### config.mk
export PLATFORM = sky130hd
export DESIGN_NAME = cp0_cause_timer
export DESIGN_NICKNAME = d
export VERILOG_FILES = /design/src/rtl/cp0_cause_timer.sv
export SDC_FILE = /design/constraint.sdc
export NUM_CORES = 1
export LEC_CHECK = 0
export ABC_CLOCK_PERIOD_IN_PS = 2800
export CORE_MARGIN = 4
export CORE_UTILIZATION = 46
export DETAILED_ROUTE_END_ITERATION = 12
export GPL_TIMING_DRIVEN = 0
export PLACE_DENSITY = 0.84
export RECOVER_POWER = 100
export REMOVE_ABC_BUFFERS = 1
export SKIP_CTS_REPAIR_TIMING = 1
export SLEW_MARGIN = 40
export SYNTH_ARGS = -nofsm -noshare
export SYNTH_HDL_FRONTEND = slang
export SYNTH_SLANG_ARGS = --single-unit
### constraint.sdc
create_clock -name clk -period 2.8 [get_ports clk]
set_input_delay 0.42 -clock clk [delete_from_list [all_inputs] [get_ports clk]]
set_output_delay 0.42 -clock clk [all_outputs]
set_load 0.02 [all_outputs]
### src/rtl/cp0_cause_timer.sv
// CP0 Cause register with the Count/Compare timer: builds the interrupt request,
// records ExcCode/BD on exception commit, and exposes Cause/Count/Compare for mfc0.
module cp0_cause_timer #(
  parameter logic [7:0] ADDR_COUNT   = 8'h48,
  parameter logic [7:0] ADDR_COMPARE = 8'h58,
  parameter logic [7:0] ADDR_CAUSE   = 8'h68
) (
  input  logic        clk,
  input  logic        rst,
  input  logic        mtc0_we,
  input  logic [7:0]  cp0_addr,
  input  logic [31:0] mtc0_data,
  input  logic        exception,
  input  logic        EXL,
  input  logic        BD,
  input  logic [4:0]  exc_code,
  input  logic [5:0]  ext_int,
  input  logic        IE,
  input  logic [7:0]  IM,
  output logic [31:0] cp0_Cause_data,
  output logic [31:0] cp0_Count_data,
  output logic [31:0] cp0_Compare_data,
  output logic        int_req
);

  logic [31:0] count_q, count_d;
  logic [31:0] compare_q, compare_d;
  logic        tick_q, tick_d;
  logic        ti_q, ti_d;
  logic [5:0]  ip_hw_q, ip_hw_d;   // IP[7:2]
  logic [1:0]  ip_sw_q, ip_sw_d;   // IP[1:0]
  logic        bd_q, bd_d;
  logic [4:0]  exc_code_q, exc_code_d;

  logic        wr_ok, wr_count, wr_compare, wr_cause;
  logic [31:0] count_inc;

  always_comb begin
    // A committing exception squashes any MTC0 retiring in the same cycle.
    wr_ok      = mtc0_we & ~exception;
    wr_count   = wr_ok & (cp0_addr == ADDR_COUNT);
    wr_compare = wr_ok & (cp0_addr == ADDR_COMPARE);
    wr_cause   = wr_ok & (cp0_addr == ADDR_CAUSE);
    count_inc  = count_q + 32'd1;

    count_d    = count_q;
    compare_d  = compare_q;
    ti_d       = ti_q;
    ip_sw_d    = ip_sw_q;
    bd_d       = bd_q;
    exc_code_d = exc_code_q;

    tick_d = wr_count ? 1'b0 : ~tick_q;

    if (wr_count) begin
      count_d = mtc0_data;
    end else if (tick_q) begin
      count_d = count_inc;
    end

    if (wr_compare) begin
      compare_d = mtc0_data;
      ti_d      = 1'b0;
    end else if (tick_q && !wr_count && (count_inc == compare_q)) begin
      ti_d = 1'b1;
    end

    // IP[7] uses the registered TI, adding one cycle beyond the TI event.
    ip_hw_d = {ext_int[5] | ti_q, ext_int[4:0]};

    if (wr_cause) begin
      ip_sw_d = mtc0_data[9:8];
    end

    if (exception) begin
      exc_code_d = exc_code;
      if (!EXL) bd_d = BD;
    end
  end

  // NOTE: sequential state uses non-blocking assignments so every flop samples
  // the pre-edge values computed above, independent of statement order.
  always_ff @(posedge clk) begin
    if (rst) begin
      count_q    <= '0;
      compare_q  <= '0;
      tick_q     <= 1'b0;
      ti_q       <= 1'b0;
      ip_hw_q    <= '0;
      ip_sw_q    <= '0;
      bd_q       <= 1'b0;
      exc_code_q <= '0;
    end else begin
      count_q    <= count_d;
      compare_q  <= compare_d;
      tick_q     <= tick_d;
      ti_q       <= ti_d;
      ip_hw_q    <= ip_hw_d;
      ip_sw_q    <= ip_sw_d;
      bd_q       <= bd_d;
      exc_code_q <= exc_code_d;
    end
  end

  assign cp0_Cause_data   = {bd_q, ti_q, 14'd0, ip_hw_q, ip_sw_q, 1'b0, exc_code_q, 2'b00};
  assign cp0_Count_data   = count_q;
  assign cp0_Compare_data = compare_q;
  assign int_req          = IE & ~EXL & (|({ip_hw_q, ip_sw_q} & IM));

endmodule
==> qor.yml <==
worst_setup_path:
  cp.arrival_ns: 2.90
  reg2reg_from: "cp0_Count_data[2]$_SDFFE_PP0P_"
  critPathMostFrequentCell: "nand2_1"
  worstPathRequired_ns: 3.06
  rr_worst_depth: 7
  crit_type: "in -> reg"
  critPathMaxFanout: 40
  crit_end: "ti_q$_SDFFE_PP0P_"
  r2r_setup_slack_ns: 0.25
  slowest_stage: "clkdlybuf4s50_1"
  critPathMaxStageDelay_ns: 0.60
  cp-start-kind: "input pin"
  crit_start: "exception"
  path_cells: "clkdlybuf4s50_1, nor4b_2, nand2_1, or3_4, buf_12, and4b_1, o2111ai_1, nor4_1, nand4b_1, nand2_1"
  endpoint_kind: "flop"
  r2r-end: "cp0_Count_data[27]$_SDFFE_PP0P_"
floorplan:
  core_area_um2: 9770
  die_area_um2: 11700
  ios: 163
  rows: 36
  die_x_um: 108
  dieHeight_um: 108
  initial_core_util_pct: 47.4
sta:
  finalCritPeriodShare_pct: 94.4
  rsz0062_at_grt: "false"
  hold_violations: 0
  maxSlewViolCount: 0
  relSlewSlack_pct: 43.1
  tns_ns: 0
  worst-slew-pin-transition_ns: 0.852
  max_freq_mhz: 378
  finalClockSkew_ns: 0.0124
  period_needed_ns: 2.64
  setup_viol: 0
power_and_ir_drop:
  switchingPower_uw: 556
  powerDensity_nw_per_um2: 380
  p_int_mw: 1.83
  p_total_mw: 2.38
  p_seq_share_pct: 49.2
  ir_worst_vdd_v: 0.000280
  leakage_nw: 2.35
  combPwrFrac_pct: 9.8
  switching_share_pct: 23.3
  clkPwrFrac_pct: 41.0
clocking:
  cts_buffer_depth: 2
  cts_sinks: 80
  clk_pin_slew_ns: 0.09
  cts_tree: "done"
  cts_root_buf: "clkbuf_8"
  numCtsBuffers: 9
  h-tree-depth: 3
  clk_latency_ns: 0.36
cells_and_area:
  fillers: 868
  utilization_pct: 64.2
  finalInstanceArea_um2: 6280
  drive_above_1_share_pct: 5.63
  fin_nets: 773
  regArea_um2: 1600
  multi_input_area_um2: 2770
  insertedDiodeCount: 0
  syn_to_final_growth_pct: 35.5
route:
  drcViolationCount: 0
  vias: 4647
  wl_per_cell_um: 16.3
  drt-pass1-iter-count: 7
  final_antenna_net_count: 0
  drt_iter0_markers: 332
  viasPerCell: 5.51
  routed_wl_mm: 13.7
logic_synthesis:
  yosysSeqAreaShare_pct: 34.6
  synth-seq-cells: 80
  synthCells: 592
  ys_warn_count: 0
  synth_top_area_share_pct: 34.6
  yosysMostFrequentCell: "nand2_1"
  synth_async_sr_flop_share_pct: 0
  syn_area_um2: 4630
  synthTopCellsByArea: "dfxtp_1 (35%), xnor2_1 (8.3%), nand2_1 (8.1%), nor2_1 (5.3%), xor2_1 (4.9%)"
  yosys-top-cells-count: "nand2_1 (100), dfxtp_1 (80), nor2_1 (65)"
  avgSynthCellArea_um2: 7.83
  yosys.area.top_type: "dfxtp_1"
  ys.flop_type: "dfxtp_1"
  yosys.cell_types.count: 61
  synth_edf_count: 0
job:
  cap_violations: 0
grt:
  grt_pass1_wl_mm: 22.0
  grt_usage_pct: 23.5
  grt_pass1_vias: 4419
  grt_max_degree: 47
  grt-ovfl-total: 0
  antenna_found_initial: 0
status:
  status: "finished clean"
place:
  gp_congestion: 0.944
  portBuffers: 145
  place_hpwl_mm: 10.4
  place_area_um2: 6050
worst_hold_path:
  hp-class: "in -> reg"
## worst min path at each step
stage,end,startpoint,depth (start not counted),slack [ns]
floorplan,cp0_Compare_data[0]$_SDFFE_PP0P_,rst,1,0.49
global placement,cp0_Compare_data[25]$_SDFFE_PP0P_,cp0_Compare_data[25]$_SDFFE_PP0P_,2,0.47
detailed placement,cp0_Compare_data[6]$_SDFFE_PP0P_,cp0_Compare_data[6]$_SDFFE_PP0P_,2,0.48
CTS,ip_sw_q[1]$_SDFFE_PP0P_,rst,2,0.44
global route,bd_q$_SDFFE_PP0P_,rst,2,0.46
finish,ip_sw_q[1]$_SDFFE_PP0P_,rst,2,0.46
## stage by stage
stage,setup slack [ns],hold WS [ns],instances
after CTS,0.0310,0.438,844
after global routing,0.00934,0.459,844
after global placement,-1.26,0.467,824
after floorplan,0.185,0.489,546
after detailed placement,-0.363,0.478,828
final,0.157,0.463,844
## layout by cell type, fill, tap and decap left out, drive strengths merged, types with 3 or more instances in the layout
cell type,n
and2,3
inv,4
a21oi,34
conb,17
mux2i,10
nand3b,3
a311oi,6
nor2b,6
and3,5
o21ai,13
nor4,7
nor2,65
xnor2,44
clkdlybuf4s50,58
clkinv,3
clkbuf,13
xor2,26
nand3,23
a211oi,27
nand4,18
buf,3
nor3,12
or3,7
nand2,101
dlygate4sd3,86
dfxtp,80
nor3b,4
## metal layers
metal  GRT usage (%)  wire, µm  vias to the layer above
met5               0         0                        -
met4            9.02       252                        0
met3            5.01       941                       22
met2            39.5      6930                      185
met1            29.3      5590                     2196
li1                -         -                     2244
## worst max-delay path: cells and delay by family
kind	cells	cell delay [ns]
AOI/OAI and AO/OA	1	0.10
and+or+nand+nor	7	1.53
buffers and inverters	2	0.83
## logic make-up after synthesis
group	Yosys count	share of synthesized area [%]
other	1	0.0809
and+or+nand+nor	265	28.0
buffers and inverters	66	7.43
adders and majority gates	1	0.270
AOI/OAI and AO/OA	98	14.1
muxes	11	2.40
DFF	80	34.6
xor gates and xnor gates	70	13.2
## registers in the layout (all words and copies together) (netlist names)
signal,flops
tick_q,1
cp0_Count_data,32
cp0_Compare_data,32
ti_q,1
ip_sw_q,2
exc_code_q,5
ip_hw_q,6
bd_q,1
## power groups by stage
stage / Combinational (mW) / Clock [mW] / Sequential (mW)
after detailed placement: 0.238 / 0 / 1.20
after CTS: 0.239 / 1.00 / 1.17
after global routing: 0.249 / 1.05 / 1.18
after floorplan: 0.0595 / 0 / 1.21
final: 0.234 / 0.977 / 1.17
after global placement: 0.231 / 0 / 1.20
## layout make-up
cell class	count	area share (%)
tap	133	2.65
multi-input combinational	462	44.1
clock inverter	5	1.26
inverter	4	0.239
clock buffer	11	2.41
sequential	80	25.5
timing repair buffer	149	23.9
(Power assumes the default switching activity.)
